[config.mk]
export PLATFORM = sky130hd
export DESIGN_NAME = fetch_seq_ctrl
export DESIGN_NICKNAME = d
export VERILOG_FILES = /design/src/rtl/fetch_pkg.sv /design/src/rtl/pc_target_calc.sv /design/src/rtl/fetch_seq_ctrl.sv
export SDC_FILE = /design/constraint.sdc
export NUM_CORES = 1
export LEC_CHECK = 0
export ABC_CLOCK_PERIOD_IN_PS = 4400
export BUFFER_PORTS_ARGS = -buffer_cell sky130_fd_sc_hd__buf_2
export CAP_MARGIN = 20
export CORE_MARGIN = 2
export CORE_UTILIZATION = 24
export CTS_CLUSTER_SIZE = 40
export DETAILED_ROUTE_END_ITERATION = 8
export GPL_ROUTABILITY_DRIVEN = 0
export SLEW_MARGIN = 20
export SYNTH_ARGS = -nofsm -noshare
export SYNTH_HDL_FRONTEND = slang
export SYNTH_SLANG_ARGS = --single-unit
export TNS_END_PERCENT = 20
[constraint.sdc]
create_clock -name clk -period 4.4 [get_ports clk]
set_clock_uncertainty 0.2 [all_clocks]
set_input_delay 0.44 -clock clk [delete_from_list [all_inputs] [get_ports clk]]
set_output_delay 0.44 -clock clk [all_outputs]
set_load 0.005 [all_outputs]
[src/rtl/fetch_pkg.sv]
// Shared types and constants for the instruction fetch sequencer and execute-stage target logic.
package fetch_pkg;

    typedef enum logic [1:0] {
        REQ  = 2'b00,
        WAIT = 2'b01,
        HOLD = 2'b10,
        HALT = 2'b11
    } fetch_state_t;

    // Next-PC select, encoded as {pcasrc, pcbsrc}
    localparam logic [1:0] PCSEL_SEQ    = 2'b00;
    localparam logic [1:0] PCSEL_PCIMM  = 2'b10;
    localparam logic [1:0] PCSEL_RS1IMM = 2'b11;

    localparam logic [31:0] RESET_PC_DEFAULT = 32'h8000_0000;

    function automatic logic is_redirect(input logic [1:0] pcsel);
        return (pcsel == PCSEL_PCIMM) || (pcsel == PCSEL_RS1IMM);
    endfunction

endpackage

[src/rtl/pc_target_calc.sv]
// Redirect target adder: pc+imm or rs1+imm with wraparound, plus word-misalignment flag.
module pc_target_calc
    import fetch_pkg::*;
#(
    parameter int XLEN = 32
) (
    input  logic            pcbsrc,
    input  logic [XLEN-1:0] br_pc,
    input  logic [XLEN-1:0] br_imm,
    input  logic [XLEN-1:0] br_rs1,
    output logic [XLEN-1:0] target,
    output logic            misalign
);

    logic [XLEN-1:0] base;

    always_comb begin
        base     = pcbsrc ? br_rs1 : br_pc;
        target   = base + br_imm;
        misalign = (target[1:0] != 2'b00);
    end

endmodule

[src/rtl/fetch_seq_ctrl.sv]
// Instruction fetch sequencer: owns the PC, issues one imem request at a time and
// hands each fetched word to decode, honouring execute-stage redirects.
//
//  state | meaning
//  REQ   | request valid with addr=pc, waiting for imem accept
//  WAIT  | one request outstanding, waiting for its response
//  HOLD  | instruction presented to decode, waiting for inst_ready
//  HALT  | misaligned redirect taken; fetch stopped until reset
module fetch_seq_ctrl
    import fetch_pkg::*;
#(
    parameter logic [31:0] RESET_PC = RESET_PC_DEFAULT,
    parameter int          XLEN     = 32
) (
    input  logic            clk,
    input  logic            rst_n,
    output logic            imem_req_valid,
    input  logic            imem_req_ready,
    output logic [XLEN-1:0] imem_req_addr,
    input  logic            imem_rsp_valid,
    input  logic [XLEN-1:0] imem_rsp_data,
    output logic            inst_valid,
    input  logic            inst_ready,
    output logic [XLEN-1:0] inst,
    output logic [XLEN-1:0] inst_pc,
    input  logic            br_valid,
    input  logic            br_pcasrc,
    input  logic            br_pcbsrc,
    input  logic [XLEN-1:0] br_pc,
    input  logic [XLEN-1:0] br_imm,
    input  logic [XLEN-1:0] br_rs1,
    output logic [XLEN-1:0] pc,
    output logic            misalign_err
);

    fetch_state_t    state;
    logic            drop;
    logic            halt_pend;
    logic [XLEN-1:0] tgt;
    logic            tgt_mis;
    logic            redirect;
    logic            req_fire;

    pc_target_calc #(.XLEN(XLEN)) u_tgt (
        .pcbsrc   (br_pcbsrc),
        .br_pc    (br_pc),
        .br_imm   (br_imm),
        .br_rs1   (br_rs1),
        .target   (tgt),
        .misalign (tgt_mis)
    );

    assign redirect      = br_valid && is_redirect({br_pcasrc, br_pcbsrc});
    assign req_fire      = imem_req_valid && imem_req_ready;
    assign imem_req_addr = pc;

    always_ff @(posedge clk) begin
        if (!rst_n) begin
            state          <= REQ;
            pc             <= RESET_PC;
            imem_req_valid <= 1'b0;
            inst_valid     <= 1'b0;
            inst           <= '0;
            inst_pc        <= '0;
            misalign_err   <= 1'b0;
            drop           <= 1'b0;
            halt_pend      <= 1'b0;
        end else begin
            if (redirect && state != HALT) begin
                pc <= tgt;
                if (tgt_mis) misalign_err <= 1'b1;
            end

            case (state)
                REQ: begin
                    // valid is low for the first cycle out of reset; raise it here
                    imem_req_valid <= 1'b1;
                    if (req_fire) begin
                        imem_req_valid <= 1'b0;
                        state          <= WAIT;
                        if (redirect) begin
                            drop      <= 1'b1;
                            halt_pend <= tgt_mis;
                        end
                    end else if (redirect && tgt_mis) begin
                        imem_req_valid <= 1'b0;
                        state          <= HALT;
                    end
                end

                WAIT: begin
                    if (imem_rsp_valid && (redirect || drop)) begin
                        drop <= 1'b0;
                        if (halt_pend || (redirect && tgt_mis)) begin
                            state <= HALT;
                        end else begin
                            state          <= REQ;
                            imem_req_valid <= 1'b1;
                        end
                    end else if (imem_rsp_valid) begin
                        inst       <= imem_rsp_data;
                        inst_pc    <= pc;
                        inst_valid <= 1'b1;
                        state      <= HOLD;
                    end else if (redirect) begin
                        drop <= 1'b1;
                        if (tgt_mis) halt_pend <= 1'b1;
                    end
                end

                HOLD: begin
                    if (redirect) begin
                        inst_valid <= 1'b0;
                        if (tgt_mis) begin
                            state <= HALT;
                        end else begin
                            state          <= REQ;
                            imem_req_valid <= 1'b1;
                        end
                    end else if (inst_ready) begin
                        pc             <= pc + 32'd4;
                        inst_valid     <= 1'b0;
                        state          <= REQ;
                        imem_req_valid <= 1'b1;
                    end
                end

                HALT: begin
                    imem_req_valid <= 1'b0;
                    inst_valid     <= 1'b0;
                end

                default: state <= REQ;
            endcase
        end
    end

endmodule

# Word-level counts from Yosys, hierarchy flattened
# Index checks and enable logic that the tools add are counted.
# W data, S select, Z words.
dict set report totals {
  regBits 103
  in_bits 136
  out_inout_bits 131
  wordCells 91
}
dict set report classes {
  n_addsub 2
  eq_ne 20
  muxes 39
  n_bitwise 1
  n_reduce_logical 20
}
# op count
set ops {}
lappend ops {{$mux W32} 5}
lappend ops {{$add A32 B3 Y32 const B} 1}
lappend ops {{$add A32 B32 Y32} 1}
lappend ops {{$mux W1} 21}
lappend ops {{$ne A2 B2 Y1 const B} 10}
lappend ops {{$mux W2} 8}
lappend ops {{$ne A3 B3 Y1 const B} 5}
lappend ops {{$reduce_and A4 Y1} 3}
lappend ops {{$eq A2 B2 Y1 const B} 4}
lappend ops {{$reduce_and A7 Y1} 1}
lappend ops {{$pmux W2 S3} 1}
lappend ops {{$reduce_and A3 Y1} 2}
lappend ops {{$reduce_bool A3 Y1} 2}
lappend ops {{$logic_and A1 B1 Y1} 5}
lappend ops {{$pmux W1 S2} 2}
lappend ops {{$pmux W1 S4} 1}
lappend ops {{$reduce_bool A2 Y1} 2}
lappend ops {{$logic_or A1 B1 Y1} 3}
lappend ops {{$pmux W1 S3} 1}
lappend ops {{$eq A2 B1 Y1 const B} 1}
lappend ops {{$logic_not A2 Y1} 1}
lappend ops {{$reduce_and A2 Y1} 1}
lappend ops {{$not A1 Y1} 1}

# Depth between registers and ports, before layout
# Gate-level depths: netlist of the first run.
dict set report depth {
  ltp_word 8
  mapped_depth 14
  depth_no_buf 12
}

# Cells and area by module
# A second synthesis of the first run with hierarchy kept.
dict set report unflattened {
  hier_cells 901
  hier_area_um2 6911.6
}
# module n_inst cells_per_inst area_each_um2 seq_area_each_um2
set by_module_without_submodules {}
lappend by_module_without_submodules {fetch_seq_ctrl 1 618 4782.1 2062.0}
lappend by_module_without_submodules {pc_target_calc 1 283 2129.5 0.0}

# Worst setup path after synthesis of the first run
# OpenSTA, ideal clock, no wires.
dict set report synth_timing {
  kind {input port to flip-flop}
  startpoint {in br_pcbsrc}
  endpoint {reg pc[24] (netlist: imem_req_addr[24])}
  setup_time_ps 88
  t_arrival_ps 3325
  setup_slack_ps 787
  path_stages 14
  path_cell_list {clkbuf_1 -> buf_1 -> mux2_2 -> ha_1 -> inv_1 -> fa_1 -> nor2b_4 -> o31ai_2 -> a31oi_2 -> a31oi_4 -> o31ai_4 -> a221oi_2 -> nor3b_1 -> o32ai_2}
}
dict set report synth_between {
  elab_chain_cells 8
  word_cells_on_any_way 11
  classes_between {add/sub: 1; eq/ne: 2; mux: 5; reduce/logical: 3}
}
# item line
set synth_lines {}
lappend synth_lines {{from (decl)} fetch_seq_ctrl.sv:28} ;# input logic br_pcbsrc,
lappend synth_lines {{parallel branches: the longest is 7 deep, another holds $add A32 B32 Y32} n/a}
lappend synth_lines {{$mux W32 *} fetch_seq_ctrl.sv:74} ;# case (state)
lappend synth_lines {{to (signal assigned)} fetch_seq_ctrl.sv:70} ;# pc <= tgt;
lappend synth_lines {{to (signal assigned)} fetch_seq_ctrl.sv:121} ;# pc <= pc + 32'd4;
lappend synth_lines {{to (decl)} fetch_seq_ctrl.sv:32} ;# output logic [XLEN-1:0] pc,
# Mark *: on every way between the ends.
# A chain may end at the register's enable or synchronous reset.

# Final worst setup path of the first run
dict set report layout_timing {
  startpoint {in br_pcbsrc}
  endpoint {reg pc[31] (netlist: imem_req_addr[31])}
}
# The elaborated chain is that of the path after synthesis.

==> reports/qor_table.md, run 1 <==
| Step | Metric | Value |
| --- | --- | --- |
| run status | Result of the run | complete, no violations |
| global route | Maximum number of pins on one net before global-route repair | 49 |
| setup path | Cell breakdown of the critical path | buf_2, buf_4, mux2_2, ha_1, nand2_1, o21ai_1, nor4_1, nor3_1, o311ai_2, a211oi_2, o2111a_1, nor4_1 |
| timing | Final setup slack of the worst path | 0.932 ns |
| place | Placement Setup Slack | 0.599 ns |
| clocking | Post-cts sizing count | 0 |
| global route | Most utilized layer in the global route result | met2 |
| yosys | Unique cell type count in the Yosys netlist | 78 |
| timing | Setup Viol. Count Final | 0 |
| global route | GRT Util Overall | 14.9% |
| global route | First-pass GRT wire length | 34400 um |
| yosys | Sequential element share of the synthesized area | 30.5% |
| yosys | Top-area cell type share of the netlist area | 30.5% |
| route | Number of antenna-violating nets in the routed design | 0 |
| place | Count of buffers inserted at the top-level ports | 266 |
| timing | Max-slew headroom | 43.6% |
| yosys | Primary flip-flop cell chosen by synthesis mapping | dfxtp_1 |
| final layout | Layout cells sized above 1 | 32.4% |
| yosys | Post-Synthesis Cell Area | 6760 sq um |
| route | Via density | 4.81 |
| yosys | Syn_area_per_cell | 7.78 sq um |
| yosys | Top cells by area, synth | dfxtp_1 31%, nand2_1 9.6%, a21oi_1 8.9% |
| power and ir drop | Total power density per cell area | 379 nW/um^2 |
| global route | Number of antenna violations at the first check in global routing | 0 |
| clocking | Root Driver | clkbuf_16 |
| timing | Highest achievable clock rate | 288 MHz |
| power and ir drop | Cell leakage power | 0.00377 uW |
| route | Final WL | 23000 um |
| floorplanning | Area enclosed by the die boundary | 29500 sq um |
| route | Detailed-route via count | 6980 |
| yosys | Post-synthesis instance total | 869 |
| floorplanning | Initial standard-cell utilization of the core | 24.3% |
| clocking | Clock tree from TritonCTS | yes |
| yosys | Cell types with the highest counts after synthesis | 172 x nand2_1, 120 x a21oi_1, 103 x dfxtp_1 |
| timing | Total negative slack | 0 ns |
| yosys | Number of storage elements in the synthesis netlist | 103 |
| final layout | Antenna cell count | 0 |
| yosys | Synth warnings | 0 |
| power and ir drop | Peak VDD IR | 0.150 mV |
| setup path | Required time of the worst setup path | 4.46 ns |
| yosys | Cell with the most instances after synthesis | nand2_1 |
| job | Maximum capacitance violations | 0 |
| final layout | Fill cell instance count of the final layout | 3102 |
| yosys | Syn nets | 1043 |
| route | WL per Instance | 15.8 um |
| place | Estimated wirelength of the detail-placed design | 17800 um |
| yosys | EDFF count, synth | 0 |
| yosys | Cell type with the highest aggregate area in the netlist | dfxtp_1 |
| floorplanning | Count of standard-cell rows | 61 |
| setup path | Startpoint-to-endpoint class of the critical path | input port to flop |
| clocking | Worst-skew pair later-pin latency | 0.35 ns |
| clocking | Setup Fix Bufs, Post-CTS | 0 |
| setup path | Arrival time at the worst endpoint | 3.53 ns |
| floorplanning | Number of ports placed on the die boundary | 267 |
| route | Number of iterations in the first detailed-routing pass | 5 |
| yosys | Asr flop ratio synth | 0% |
| global route | Met1 routing resource usage after global routing | 20.5% |
| clocking | Num CTS Buffers | 9 |
| global route | Vias in the first global route | 6308 |
| clocking | Clock transition at the registers of the reported paths | 0.08 ns |
| setup path | Crit path top cell by count | nor4_1 |
| route | Number of DRC violations after detailed-routing iteration 0 | 450 |
| timing | Final number of max-transition violations | 0 |
| min path | Worst hold-check path type | input port to flop |
| timing | Period utilisation layout | 78.8% |
| setup path | Crit start category | input port |
| clocking | Deepest clock path buffer count | 2 |
| final layout | Final net count | 1243 |
| floorplanning | Floorplan Core Area | 27800 sq um |
| timing | Measured slew at the worst slew-check pin | 0.846 ns |
| clocking | Count of H-tree levels built during CTS | 3 |
| setup path | Type of destination of the critical path | flop |
| global route | Met3 Resource Use GR | 3.22% |
| setup path | Slowest stage cell on the critical path | o311ai_2 |
| timing | Fin crit period | 3.47 ns |
| setup path | Maximum single-stage delay on the critical path | 0.41 ns |
| floorplanning | Die outline height | 172 um |
| timing | Final hold violation count | 0 |
| clocking | Number of hold-repair buffers added at the cts stage | 0 |
| route | Remaining design rule violation count | 0 |
| setup path | Slack of the worst reg-to-reg path | 1.64 ns |
| setup path | Peak fanout along the critical path | 19 |
| global route | Met2 global-route usage | 23.7% |
| timing | Setup repair after global routing missed its margin | false |
| final layout | Area delta synth->final | 25.9% |
| global route | Residual overflow from global routing | 0 |
| floorplanning | Chip width | 172 um |
| clocking | Clock tree sinks | 103 |
## sequential cells by signal, summed over array words and instances, names as in the netlist
signal	count
misalign_err	1
halt_pend	1
state	2
drop	1
inst	32
inst_valid	1
imem_req_valid	1
inst_pc	32
imem_req_addr	32
## cell families after synthesis
kind of cell / count (synthesis) / share of synthesized area, %
AO/OA/AOI/OAI: 248 / 24.1
AND/OR/NAND/NOR: 324 / 21.9
adder cells (fa/ha/maj): 38 / 7.15
multiplexers: 39 / 6.35
XOR/XNOR: 22 / 2.85
flip-flops: 103 / 30.5
buffers and inverters: 95 / 7.20
## layer usage
metal	part of all wire (%)	wire length (um)
met4	1.1	252
met1	47	10700
met2	44	10200
met5	0	0
met3	8.0	1840
## per-stage QoR
stage                     std cells  total power (uW)  area [sq um]  hold slack, ns  util (%)
final                          1452              3220          8510           0.127      30.6
after CTS                      1452              3250          8510           0.106      30.6
after global routing           1452              3450          8510           0.116      30.6
after detailed placement       1436              2340          8180           0.243      29.4
after floorplan                 869              1950          6760           0.245         -
after global placement         1436              2330          8180           0.238      29.4
## layout make-up
cell class / count / area, sq um / area share [%]
Timing Repair Buffer: 271 / 1370 / 16.1
Tap cell: 378 / 473 / 5.56
Sequential cell: 103 / 2060 / 24.2
Clock inverter: 6 / 91.3 / 1.07
Inverter: 13 / 48.8 / 0.574
Multi-Input combinational cell: 671 / 4220 / 49.6
Clock buffer: 10 / 239 / 2.81
## worst paths after layout
| check | start | end | cells past startpoint |
|---|---|---|---|
| setup / recovery | br_pcbsrc | imem_req_addr[31] | 12 |
| hold / removal | imem_rsp_data[11] | inst[11] | 3 |
| setup reg to reg | imem_req_addr[5] | imem_req_addr[21] | 7 |
| hold reg to reg | inst[16] | inst[16] | 2 |
## power by group
group          switching, uW  internal (uW)  leakage, uW
Combinational            672            473      0.00276
Clock                    379            519     0.000163
Sequential               139           1040     0.000839
Total                   1190           2030      0.00377
## cell usage in the layout, fill, tap and decap left out, types with 3 or more instances in the layout
master	synthesis	routed
nor3_1	16	16
o211ai_1	3	3
a211oi_1	14	14
or2_2	3	3
and4_1	3	3
buf_4	33	5
nor2_1	51	50
a21oi_1	120	120
a21o_1	13	13
o21a_1	8	8
nor3_2	3	3
a2111oi_0	7	7
xnor2_1	9	9
dfxtp_1	103	103
a311o_1	4	4
buf_2	4	266
o211a_1	3	3
nand2b_1	3	3
a21oi_2	3	3
o21ai_1	3	3
and3_1	17	16
xor2_1	13	13
mux2_2	31	31
nor2b_1	5	5
a221o_1	3	3
a311oi_1	4	4
inv_1	12	12
clkbuf_16	0	9
nand4_1	9	9
nand2_1	172	172
nand3_1	20	19
o21ai_0	26	26
a31oi_1	7	7
nor4_1	5	5
ha_1	37	37
and2_1	5	5
mux2i_1	8	8
o22ai_1	3	3
## critical path: cells and delay by family
kind | cells | cell delay [ns]
compound gates | 4 | 0.95
simple gates | 4 | 0.81
buf+inv | 2 | 0.61
mux | 1 | 0.37
fa+ha+maj | 1 | 0.33
(Power assumes the default switching activity.)
==> inputs of run 2 (changes only) <==
--- a/config.mk
+++ b/config.mk
@@ -5,7 +5,7 @@
 export SDC_FILE = /design/constraint.sdc
 export NUM_CORES = 1
 export LEC_CHECK = 0
-export ABC_CLOCK_PERIOD_IN_PS = 4400
+export ABC_CLOCK_PERIOD_IN_PS = 2950
 export BUFFER_PORTS_ARGS = -buffer_cell sky130_fd_sc_hd__buf_2
 export CAP_MARGIN = 20
 export CORE_MARGIN = 2
==> constraint.sdc (replaced) <==
create_clock -name clk -period 2.95 [get_ports clk]
set_clock_uncertainty 0.2 [all_clocks]
set_input_delay 0.295 -clock clk [delete_from_list [all_inputs] [get_ports clk]]
set_output_delay 0.295 -clock clk [all_outputs]
set_load 0.005 [all_outputs]
==> run 2 against run 1 <==
- critical path depth unchanged
- sequential share of layout area down 2.9 points
- clock power up 29%
- largest power group is now combinational logic
- critical endpoint is now imem_req_addr[23]
==> reports/qor_table.md, run 2 (same netlist as run 1, synthesis figures left out) <==
| Step | Metric | Value | Delta |
| --- | --- | --- | --- |
| run status | Result of the run | complete, no violations | unchanged |
| min path | Worst hold-check path type | input port to flop | unchanged |
| final layout | Commonest non-fill, non-tap cells in the layout | 266 x buf_2, 172 x nand2_1, 118 x a21oi_1 | was 266 x buf_2, 172 x nand2_1, 120 x a21oi_1 |
| job | Maximum capacitance violations | 0 | unchanged |
| setup path | Startpoint of the lowest-slack register-to-register path | imem_req_addr[6] | was imem_req_addr[5] |
| route | WL per Instance | 15.5 um | was 15.8 um |
| timing | Setup repair after global routing missed its margin | true | was false |
| setup path | Crit start category | input port | unchanged |
| floorplanning | Floorplan Core Area | 27800 sq um | unchanged |
| setup path | Worst setup path start | br_pcbsrc | unchanged |
| power and ir drop | Total power density per cell area | 512 nW/um^2 | was 379 nW/um^2 |
| global route | Vias in the first global route | 6914 | was 6308 |
| min path | Hold Path Depth | 3 | unchanged |
| setup path | Instance count on the critical path | 12 | unchanged |
| route | Final WL | 24600 um | was 23000 um |
| setup path | Cell type group with the largest total delay on the critical path | compound AO/OA/AOI/OAI gates | unchanged |
| clocking | Clock tree sinks | 103 | unchanged |
| clocking | Worst-skew pair later-pin latency | 0.35 ns | about the same |
| place | Estimated wirelength of the detail-placed design | 19700 um | was 17800 um |
| final layout | Final net count | 1378 | was 1243 |
| floorplanning | Area enclosed by the die boundary | 29500 sq um | unchanged |
| final layout | Fill cell instance count of the final layout | 3003 | was 3102 |
| timing | Period utilisation layout | 97.1% |  |
| setup path | Number of cells traversed by the worst register-to-register path | 8 | was 7 |
| timing | Final number of max-transition violations | 0 | unchanged |
| route | Via density | 4.63 | was 4.81 |
| setup path | Slowest stage cell on the critical path | a2111oi_2 | was o311ai_2 |
| setup path | Combined buffer and inverter count along the critical path | 2 | unchanged |
| setup path | Cell breakdown of the critical path | buf_2, buf_12, mux2_2, ha_1, a21o_1, a21oi_1, a2111o_1, a21oi_4, o311ai_2, nand2_1, xnor2_1, a2111oi_2 | was buf_2, buf_4, mux2_2, ha_1, nand2_1, o21ai_1, nor4_1, nor3_1, o311ai_2, a211oi_2, o2111a_1, nor4_1 |
| route | Remaining design rule violation count | 0 | unchanged |
| power and ir drop | Cell leakage power | 0.00441 uW | was 0.00377 uW |
| timing | Total negative slack | 0 ns | unchanged |
| global route | GRT Util Overall | 15.9% | was 14.9% |
| route | Number of DRC violations after detailed-routing iteration 0 | 393 | was 450 |
| final layout | Fraction of the core area covered by cells at the end of the flow | 34.8% | was 30.6% |
| route | Detailed-route via count | 7348 | was 6980 |
| power and ir drop | Peak VDD IR | 0.266 mV | was 0.150 mV |
| floorplanning | Die outline height | 172 um | unchanged |
| final layout | Final Cell Area | 9670 sq um | was 8510 sq um |
| clocking | Deepest clock path buffer count | 2 | unchanged |
| place | Number of placed instances, taps included | 1546 | was 1436 |
| timing | Setup Viol. Count Final | 0 | unchanged |
| global route | Maximum number of pins on one net before global-route repair | 70 | was 49 |
| final layout | Final cell count without fillers | 1587 | was 1452 |
| clocking | Clock tree from TritonCTS | yes | unchanged |
| timing | Max-slew headroom | 50.4% | was 43.6% |
| place | Count of buffers inserted at the top-level ports | 266 | unchanged |
| place | Placement Cell Area | 9070 sq um | was 8180 sq um |
| global route | Residual overflow from global routing | 0 | unchanged |
| floorplanning | Initial standard-cell utilization of the core | 24.3% | unchanged |
| floorplanning | Number of ports placed on the die boundary | 267 | unchanged |
| setup path | Startpoint-to-endpoint class of the critical path | input port to flop | unchanged |
| timing | Final hold violation count | 0 | unchanged |
| setup path | Peak fanout along the critical path | 9 | was 19 |
| min path | Beginning of the worst hold path | imem_rsp_data[27] | was imem_rsp_data[11] |
| timing | Highest achievable clock rate | 349 MHz |  |
| setup path | Arrival time at the worst endpoint | 2.92 ns | was 3.53 ns |
| route | Number of iterations in the first detailed-routing pass | 5 | unchanged |
| final layout | Antenna cell count | 0 | unchanged |
| timing | Fin crit period | 2.87 ns |  |
| route | Number of antenna-violating nets in the routed design | 0 | unchanged |
| setup path | Type of destination of the critical path | flop | unchanged |
| global route | Number of antenna violations at the first check in global routing | 0 | unchanged |
| clocking | Clock transition at the registers of the reported paths | 0.08 ns | about the same |
| timing | Worst Hold Slack | 0.0184 ns | was 0.127 ns |
| global route | First-pass GRT wire length | 36400 um | was 34400 um |
| setup path | Required time of the worst setup path | 3.00 ns | was 4.46 ns |
| clocking | Count of H-tree levels built during CTS | 3 | unchanged |
| clocking | Num CTS Buffers | 9 | unchanged |
| floorplanning | Count of standard-cell rows | 61 | unchanged |
| clocking | Root Driver | clkbuf_16 | unchanged |
| setup path | Maximum single-stage delay on the critical path | 0.35 ns | was 0.41 ns |
| floorplanning | Chip width | 172 um | unchanged |
| final layout | Leading cell type in the layout, fill and taps excluded | buf_2 | unchanged |
| timing | Measured slew at the worst slew-check pin | 0.744 ns | was 0.846 ns |
| final layout | Layout cells sized above 1 | 39.0% | was 32.4% |
| final layout | Area delta synth->final | 43.1% | was 25.9% |
==> run 2: report_power, final <==
part / switching (uW) / internal (uW)
Combinational: 1140 / 948
Clock: 574 / 588
Sequential: 157 / 1550
Total: 1870 / 3080
==> run 2: stage by stage <==
step | total power (uW) | setup slack [ns]
6_report | 4950 | 0.0844
5_1_grt | 5300 | -0.0714
4_1_cts | 4980 | 0.0821
2_1_floorplan | 2930 | -0.0948
3_3_place_gp | 3750 | -0.211
3_5_place_dp | 3780 | -0.274
==> run 2: what timing repair did <==
| action | CTS | global route |
|---|---|---|
| resized for setup | 0 | 13 |
| endpoints found under the setup margin | 0 | 8 |
| hold buffers | 25 | 0 |
| endpoints found under the hold margin | 25 | 0 |
| buffers inserted | 0 | 0 |
==> run 2: cell type report <==
type | instances | area (sq um) | share of cell area (%)
Timing Repair Buffer | 406 | 2470 | 25.5
Multi-Input combinational cell | 671 | 4340 | 44.8
Tap cell | 378 | 473 | 4.89
Inverter | 13 | 50.0 | 0.517
Sequential cell | 103 | 2060 | 21.3
Clock inverter | 6 | 51.3 | 0.530
Clock buffer | 10 | 229 | 2.37
==> run 2: layer usage <==
metal  vias up  part of all wire (%)  track usage (%)  routed length (um)
met3        18                   6.1             2.23                1500
met5         -                     0                0                   0
met1      3335                    46             20.7               11400
li1       3740                     -                -                   -
met2       255                    47             27.5               11500
met4         0                   1.0             3.84                 257
==> run 2: final timing paths <==
check	to	slack, ns
worst min register to register	inst_pc[28]	0.25
worst max register to register	imem_req_addr[24]	0.49
worst min-delay path	inst[27]	0.02
worst max-delay path	imem_req_addr[23]	0.08
==> run 2: worst reg2reg max path: cells and delay by family (launching register included) <==
family,cells,cell delay (ns)
AO/OA/AOI/OAI,2,0.57
AND/OR/NAND/NOR,6,1.13
flip-flops,1,0.48
